$ cat src/rtl/riscv_crypto_ssm3_msg_sched.sv
// SM3 message-expansion scheduler: loads 16 words, then streams (W_j, W_j ^ W_(j+4)) pairs.
// Optional output register stage: define RISCV_CRYPTO_SSM3_SCHED_OREG_EN.
module riscv_crypto_ssm3_msg_sched #(
    parameter int ROUNDS = 64
) (
    input  logic        g_clk,
    input  logic        g_resetn,
    input  logic        flush,
    input  logic        in_valid,
    output logic        in_ready,
    input  logic [31:0] in_data,
    output logic        out_valid,
    input  logic        out_ready,
    output logic [31:0] out_w,
    output logic [31:0] out_wp,
    output logic [5:0]  out_idx,
    output logic        out_last,
    output logic        busy
);

    typedef enum logic {LOAD, RUN} state_t;

    state_t      state_q, state_d;
    logic [31:0] win_q [16];
    logic [31:0] win_d [16];
    logic [3:0]  lcnt_q, lcnt_d;
    logic [5:0]  ridx_q, ridx_d;
    logic [31:0] wn;
    logic        last_rnd;
    logic        adv;

    function automatic logic [31:0] rol32(input logic [31:0] x, input int unsigned sh);
        return (x << sh) | (x >> (32 - sh));
    endfunction

    function automatic logic [31:0] p1(input logic [31:0] x);
        return x ^ rol32(x, 15) ^ rol32(x, 23);
    endfunction

    assign wn       = p1(win_q[0] ^ win_q[7] ^ rol32(win_q[13], 15)) ^ rol32(win_q[3], 7) ^ win_q[10];
    assign last_rnd = (ridx_q == 6'(ROUNDS - 1));
    assign in_ready = (state_q == LOAD);

    // Window / FSM next state; flush wins over both handshakes but leaves the window alone
    always_comb begin
        state_d = state_q;
        win_d   = win_q;
        lcnt_d  = lcnt_q;
        ridx_d  = ridx_q;
        if (flush) begin
            state_d = LOAD;
            lcnt_d  = '0;
            ridx_d  = '0;
        end else if (state_q == LOAD && in_valid) begin
            for (int k = 0; k < 15; k++) win_d[k] = win_q[k+1];
            win_d[15] = in_data;
            lcnt_d    = lcnt_q + 4'd1;
            if (lcnt_q == 4'd15) begin
                lcnt_d  = '0;
                ridx_d  = '0;
                state_d = RUN;
            end
        end else if (adv) begin
            for (int k = 0; k < 15; k++) win_d[k] = win_q[k+1];
            win_d[15] = wn;
            ridx_d    = ridx_q + 6'd1;
            if (last_rnd) begin
                ridx_d  = '0;
                state_d = LOAD;
            end
        end
    end

    always_ff @(posedge g_clk or negedge g_resetn) begin
        if (!g_resetn) begin
            state_q <= LOAD;
            lcnt_q  <= '0;
            ridx_q  <= '0;
            for (int k = 0; k < 16; k++) win_q[k] <= '0;
        end else begin
            state_q <= state_d;
            lcnt_q  <= lcnt_d;
            ridx_q  <= ridx_d;
            win_q   <= win_d;
        end
    end

`ifdef RISCV_CRYPTO_SSM3_SCHED_OREG_EN
    logic        oval_q;
    logic [31:0] ow_q, owp_q;
    logic [5:0]  oidx_q;
    logic        olast_q;

    // The window advances exactly when the output stage takes a new pair
    assign adv = (state_q == RUN) && (!oval_q || out_ready);

    always_ff @(posedge g_clk or negedge g_resetn) begin
        if (!g_resetn) begin
            oval_q  <= 1'b0;
            ow_q    <= '0;
            owp_q   <= '0;
            oidx_q  <= '0;
            olast_q <= 1'b0;
        end else if (flush) begin
            oval_q <= 1'b0;
        end else if (adv) begin
            oval_q  <= 1'b1;
            ow_q    <= win_q[0];
            owp_q   <= win_q[0] ^ win_q[4];
            oidx_q  <= ridx_q;
            olast_q <= last_rnd;
        end else if (out_ready) begin
            oval_q <= 1'b0;
        end
    end

    assign out_valid = oval_q;
    assign out_w     = ow_q;
    assign out_wp    = owp_q;
    assign out_idx   = oidx_q;
    assign out_last  = olast_q;
    assign busy      = (state_q == RUN) || oval_q;
`else
    assign adv       = (state_q == RUN) && out_ready;
    assign out_valid = (state_q == RUN);
    assign out_w     = win_q[0];
    assign out_wp    = win_q[0] ^ win_q[4];
    assign out_idx   = ridx_q;
    assign out_last  = (state_q == RUN) && last_rnd;
    assign busy      = (state_q == RUN);
`endif

endmodule

$ cat config.mk
export PLATFORM = sky130hd
export DESIGN_NAME = riscv_crypto_ssm3_msg_sched
export DESIGN_NICKNAME = d
export VERILOG_FILES = /design/src/rtl/riscv_crypto_ssm3_msg_sched.sv
export SDC_FILE = /design/constraint.sdc
export NUM_CORES = 1
export LEC_CHECK = 0
export ABC_CLOCK_PERIOD_IN_PS = 2000
export CAP_MARGIN = 30
export CORE_MARGIN = 4
export CORE_UTILIZATION = 50
export CTS_BUF_LIST = sky130_fd_sc_hd__clkbuf_16
export DETAILED_ROUTE_END_ITERATION = 16
export GPL_TIMING_DRIVEN = 0
export HOLD_SLACK_MARGIN = 0.15
export PLACE_DENSITY = 0.79
export SLEW_MARGIN = 20
export SYNTH_ARGS = -nofsm -noshare
export SYNTH_HDL_FRONTEND = slang
export SYNTH_SLANG_ARGS = --single-unit
$ cat constraint.sdc
create_clock -name g_clk -period 2 [get_ports g_clk]
set_input_delay 0.6 -clock g_clk [delete_from_list [all_inputs] [get_ports g_clk]]
set_output_delay 0.6 -clock g_clk [all_outputs]
set_load 0.01 [all_outputs]
==> results.toml, run 1 <==
[place]
io_buffers = 110
place.gp.congestion = 0.9645
dp_cells = 3137
place_area_mm2 = 0.02430
dp_hpwl_um = 44190

[sta]
fin_ws_ps = -84.95
worstMarginPinSlew_ps = 548.2
period_minus_slack_ps = 2085
hold_viol = 0
maxSlewHeadroom_pct = 63.46
whs_ps = 457.3
setup_viol = 21
grt_setup_unrepaired = "true"
fmax_ghz = 0.4796
skew_ps = 12.43
drv_slew = 0
min_period_over_period_pct = 104.2

[setup_path]
crit_chain = "buf_6, xor2_2, buf_2"
cp.arrival_ps = 1480
required_ps = 1400
critPathKind = "register to output pin"
critPathSlowestCell = "dfrtp_2"
slowest_delay_ps = 430
crit_path_max_fanout = 2
path_buf_inv = 2
startpoint_type = "register"
cpLargestDelayFamily = "flip-flops"
end_kind = "output pin"

[power]
combPwrFrac_pct = 33.4
switching_share_pct = 36.37
power_frac_clock_pct = 24.1
total_leakage_power_nw = 14.96
ir_drop_mv = 0.9277
switchingPower_w = 0.01348
power_frac_seq_pct = 42.5
power_density_mw_per_mm2 = 1372
intPower_w = 0.02358
p_total_w = 0.03705

[finish]
drive_gt1_share_pct = 16.73
nFillCells = 3580
nNetsFinal = 2711
final_util_pct = 61.20
area.growth.synth_to_final_pct = 21.01
antennaDiodeCount = 0
design_area_mm2 = 0.02700
fin_cells = 3299

[floorplanning]
start_util_pct = 50.57
core_area_mm2 = 0.04412
die_y_um = 219.3
die-area_mm2 = 0.04807
io_pins = 111
placement_rows = 77
die_x_um = 219.3

[cts]
cts_max_level = 2
ctsRootBufferMaster = "clkbuf_16"
clk_pin_slew_ps = 60
cts_inserted_buffers = 51
cts.sinks = 523
clk_latency_ps = 580
tritoncts = "done"
clk_path_buf_depth = 3

[route]
via_per_inst = 5.219
drt_iter0_markers = 1821
antenna_left = 0
vias = 17220
wl_per_cell_um = 18.77
wl_um = 61920
drc = 0
firstDrtPassIters = 6

[yosys]
synth.top_cell.area_share_pct = 58.65
synth_flop_cell = "dfrtp_1"
syn_inst = 2430
synth_mux_area_share_pct = 0.1009
synth_xor_area_share_pct = 9.633
synth_compound_area_share_pct = 1.867
avgSynthCellArea_um2 = 9.183
syn-num-nets = 2469
synth_top_family_by_area = "simple AND/OR/NAND/NOR gates"
ys_seq_area_share_pct = 58.65
synthTopCellsByCount = "1,449 x nand2_1, 523 x dfrtp_1, 94 x xnor2_1"
yosysWarnings = 0
synthAdderAreaFrac_pct = 0.1121
synth-simple-area-share_pct = 25.97
netlist_area_mm2 = 0.02232
yosysTopAreaCell = "dfrtp_1"
async_flop_share_pct = 100.0
synth.distinct_cells = 42
yosysMostFrequentCell = "nand2_1"
synth-edff-count = 0
ys_ff_latch = 523
synthTopCellsByArea = "dfrtp_1 59%, nand2_1 24%, xnor2_1 3.7%"

[flow_run]
max-cap-violations = 0

[global_route]
antenna_found_initial = 1
grt_pass1_wl_um = 95580
overflow = 0
grt_use_total_pct = 25.94
grt_pass1_vias = 16980
grt_max_degree = 107

[outcome]
status = "finished, violations left"
violations = "setup timing"

[worst_hold_path]
hp-class = "register to register"
==> cells by family after synthesis <==
| family | count (synthesis) |
|---|---|
| simple gates | 1507 |
| buf+inv | 156 |
| xor+xnor | 193 |
| flops | 523 |
| compound gates | 47 |
| mux | 2 |
| fa+ha+maj | 2 |
==> worst min-delay path: stages (launching register included) <==
cell and delay [ps]:
dfrtp_1 340, nand2_1 50, nand2_1 50
==> registers in the layout, indices dropped and copies added (netlist names) <==
signal and count:
win_q 480, out_w 32, out_idx 6, lcnt_q 4
busy 1
==> cell usage in the layout, fill, tap and decap left out, drive strengths merged, types with 2 or more instances in the layout <==
cell | synthesis | routed
nand2 | 1449 | 1449
dfrtp | 523 | 523
buf | 110 | 214
clkbuf | 45 | 125
xnor2 | 96 | 96
xor2 | 65 | 65
clkdlybuf4s50 | 0 | 35
and3 | 33 | 33
a221o | 32 | 32
xnor3 | 32 | 32
clkinv | 0 | 21
clkdlybuf4s15 | 0 | 18
inv | 1 | 13
nor2 | 5 | 5
a21oi | 5 | 5
nand3 | 5 | 5
nor3 | 5 | 5
o21ai | 4 | 4
dlygate4sd2 | 0 | 4
or4 | 2 | 2
bufinv | 0 | 2
mux2 | 2 | 2
nand2b | 2 | 2
ha | 2 | 2
==> per-layer routing <==
metal,up-vias,track usage [%],part of all wire (%)
li1,7950,-,-
met1,8505,35.82,41
met2,634,41.05,47
met3,127,5.179,7.9
met4,2,9.732,3.8
met5,-,0,0.011
==> power by group through the flow <==
stage	Sequential, W	Clock (W)	Combinational [W]
final	0.0157	0.00894	0.0124
after CTS	0.0156	0.00903	0.0114
after detailed placement	0.0159	0	0.0106
after global routing	0.0160	0.00948	0.0131
after floorplan	0.0147	0	0.00691
after global placement	0.0158	0	0.0104
==> worst paths after layout <==
check / from / endpoint / slack (ps) / cells after the start
worst max-delay path: out_w[1] / out_wp[1] / -80 / 3
worst min-delay path: win_q[233] / win_q[265] / 460 / 2
worst max register to register: out_w[4] / win_q[27] / -20 / 5
worst min register to register: win_q[233] / win_q[265] / 460 / 2
max in group asynchronous: g_resetn / out_w[30] / 250 / 4
min in group asynchronous: g_resetn / win_q[325] / 530 / 2
==> through the flow <==
stage / setup WS (ps) / TNS (ps)
2_1_floorplan: 272.6 / 0
3_3_place_gp: -21630 / -
3_5_place_dp: -1056 / -388240
4_1_cts: -165.4 / -1193
5_1_grt: -143.4 / -1949
6_report: -84.95 / -561.4
==> cell type report <==
class | count | area (µm²) | area share [%]
Sequential cell | 523 | 13130 | 48.63
Clock buffer | 53 | 1326 | 4.911
Inverter | 1 | 3.754 | 0.01390
Clock inverter | 35 | 201.4 | 0.7460
Buffer | 149 | 1017 | 3.767
Tap cell | 592 | 740.7 | 2.743
Timing Repair Buffer | 195 | 1797 | 6.653
Multi-Input combinational cell | 1751 | 8787 | 32.54
==> repair_timing <==
action                     4_1_cts  5_1_grt
buffers inserted                69       12
hold endpoints to repair        38        0
resized for setup              378      168
cloned                           0        1
hold buffers                     1        0
pin swaps                        9       22
setup endpoints to repair      567      543
Power figures use the tool's default switching activity.
==> inputs of run 2 (changes only) <==
ABC_CLOCK_PERIOD_IN_PS = not set   (was 2000)
==> results of run 2 <==
No change in the layout: final DEF, timing and power equal those of run 1.
==> inputs of run 3 (changes only) <==
CTS_CLUSTER_SIZE = 30   (was not set)
REMOVE_ABC_BUFFERS = 1   (was not set)
==> run 3 against run 2 <==
  * The flow finishes with violations (hold timing, setup timing)
  * Final cell count fell by 2.4%
  * Worst setup slack better by 37 ps
  * Fmax is 1.8% higher
  * Clock power is 7.0% higher
  * Die area is the same
  * Sequential power shrank 3%
  * Sequential cell count did not move
  * Global-route usage shrank 2.1 points
  * Clock skew up 5.6 ps
  * Critical path depth rose by 1
  * Power decreased by 6.5%
  * Critical endpoint is now out_last
  * Largest cell class unchanged
  * Largest power group unchanged
==> results.toml, run 3 (synthesis gave the netlist of run 1 again) <==
[sta]
maxSlewHeadroom_pct = 52.34
worstMarginPinSlew_ps = 714.9
grt_setup_unrepaired = "true"
skew_ps = 18.06
period_minus_slack_ps = 2048
fin_ws_ps = -47.96
min_period_over_period_pct = 102.4
setup_viol = 22
finalSetupTns_ps = -306.3
hold_viol = 1
drv_slew = 0
fmax_ghz = 0.4883
whs_ps = -1.583

[global_route]
grt_pass1_wl_um = 91470
grt_pass1_vias = 17370
overflow = 0
antenna_found_initial = 1
grt_use_total_pct = 23.86
grt_max_degree = 104

[power]
switching_share_pct = 32.46
power_frac_clock_pct = 27.6
intPower_w = 0.02340
power_frac_seq_pct = 44.1
power_density_mw_per_mm2 = 1270
combPwrFrac_pct = 28.3
switchingPower_w = 0.01125
total_leakage_power_nw = 15.10
ir_drop_mv = 0.6615

[finish]
nNetsFinal = 2625
drive_gt1_share_pct = 12.07
largest_reg_flops = 480
antennaDiodeCount = 0
fin_cells = 3219
layout_common_cells = "1,447 x nand2_1, 492 x dfrtp_1, 94 x xnor2_1"
design_area_mm2 = 0.02728
area.growth.synth_to_final_pct = 22.27
final_common_cell = "nand2_1"
top_register = "win_q"

[cts]
cts_max_level = 2
clk_latency_ps = 600
cts_inserted_buffers = 52
clk_pin_slew_ps = 60
clk_path_buf_depth = 3
cts.sinks = 523
ctsRootBufferMaster = "clkbuf_16"
tritoncts = "done"

[floorplanning]
die_y_um = 219.3
io_pins = 111
core_area_mm2 = 0.04412
start_util_pct = 50.57
die-area_mm2 = 0.04807
die_x_um = 219.3
placement_rows = 77

[route]
wl_per_cell_um = 17.47
vias = 16820
antenna_left = 0
drt_iter0_markers = 1661
via_per_inst = 5.226
wl_um = 56250
drc = 0
firstDrtPassIters = 6

[setup_path]
crit_path_max_fanout = 3
startpoint_type = "register"
end_kind = "output pin"
critPathKind = "register to output pin"
cp.arrival_ps = 1450
required_ps = 1400

[outcome]
status = "finished, violations left"
violations = "hold timing, setup timing"

[worst_hold_path]
hp-class = "input port to asynchronous set/reset pin"

[flow_run]
max-cap-violations = 0

[place]
dp_hpwl_um = 30990
place_ws_ps = -1543
place.gp.congestion = 0.7850
place_area_mm2 = 0.02427
dp_cells = 3011
io_buffers = 110
## run 3: through the flow
stage                     util, %  hold slack (ps)  power [W]
after CTS                   61.71            24.83    0.03456
after global placement      52.90            445.2    0.02449
after floorplan                 -            304.4    0.02171
final                       61.84           -1.583    0.03465
after detailed placement    55.01            450.1    0.02463
after global routing        61.84            61.70    0.03655
## run 3: power by group through the flow
| stage | logic [W] | clock network [W] | registers, W |
|---|---|---|---|
| 6_report | 0.00980 | 0.00957 | 0.0153 |
| 5_1_grt | 0.0108 | 0.0102 | 0.0156 |
| 2_1_floorplan | 0.00694 | 0 | 0.0148 |
| 3_5_place_dp | 0.00926 | 0 | 0.0154 |
| 3_3_place_gp | 0.00919 | 0 | 0.0153 |
| 4_1_cts | 0.00969 | 0.00968 | 0.0152 |
## run 3: worst max-delay path, stage by stage (launching register included)
cell and delay, ps:
dfrtp_1 400, ha_4 170, nand2_4 50, nor3_2 90, buf_2 150
## run 3: area by class of cell
cell class / instances / area, µm²
clock buffer: 53 / 1326
clock inverter: 42 / 316.6
fill: 3471 / 16840
inverter: 1 / 3.754
multi-input combinational: 1753 / 8553
sequential: 523 / 13130
tap: 592 / 740.7
timing repair buffer: 255 / 3218
## run 3: path summary, 6_finish.rpt
| path | cells after the start | to | slack (ps) | start |
|---|---|---|---|---|
| worst max-delay path | 4 | out_last | -50 | out_idx[0] |
| worst min-delay path | 1 | win_q[324] | -2 | g_resetn |
| worst max register to register | 9 | win_q[10] | -40 | busy |
| worst min register to register | 2 | win_q[476] | 450 | win_q[444] |
| max in group asynchronous | 3 | out_w[1] | 590 | g_resetn |
| min in group g_clk | 2 | win_q[476] | 450 | win_q[444] |
## run 3: repair_timing
action                                  4_1_cts  5_1_grt
buffers inserted                             82       13
gates cloned                                 26        1
endpoints found under the hold margin        83       83
pin swaps                                    10        5
gates resized for setup                     239       24
endpoints found under the setup margin      542       93
## run 3: routing by layer
| metal | vias to the layer above | GRT usage (%) | routed length (µm) |
|---|---|---|---|
| met3 | 114 | 3.503 | 3152 |
| met1 | 8370 | 31.40 | 23240 |
| met5 | - | 0 | 13 |
| met2 | 555 | 40.32 | 27870 |
| li1 | 7783 | - | - |
| met4 | 2 | 9.164 | 1979 |
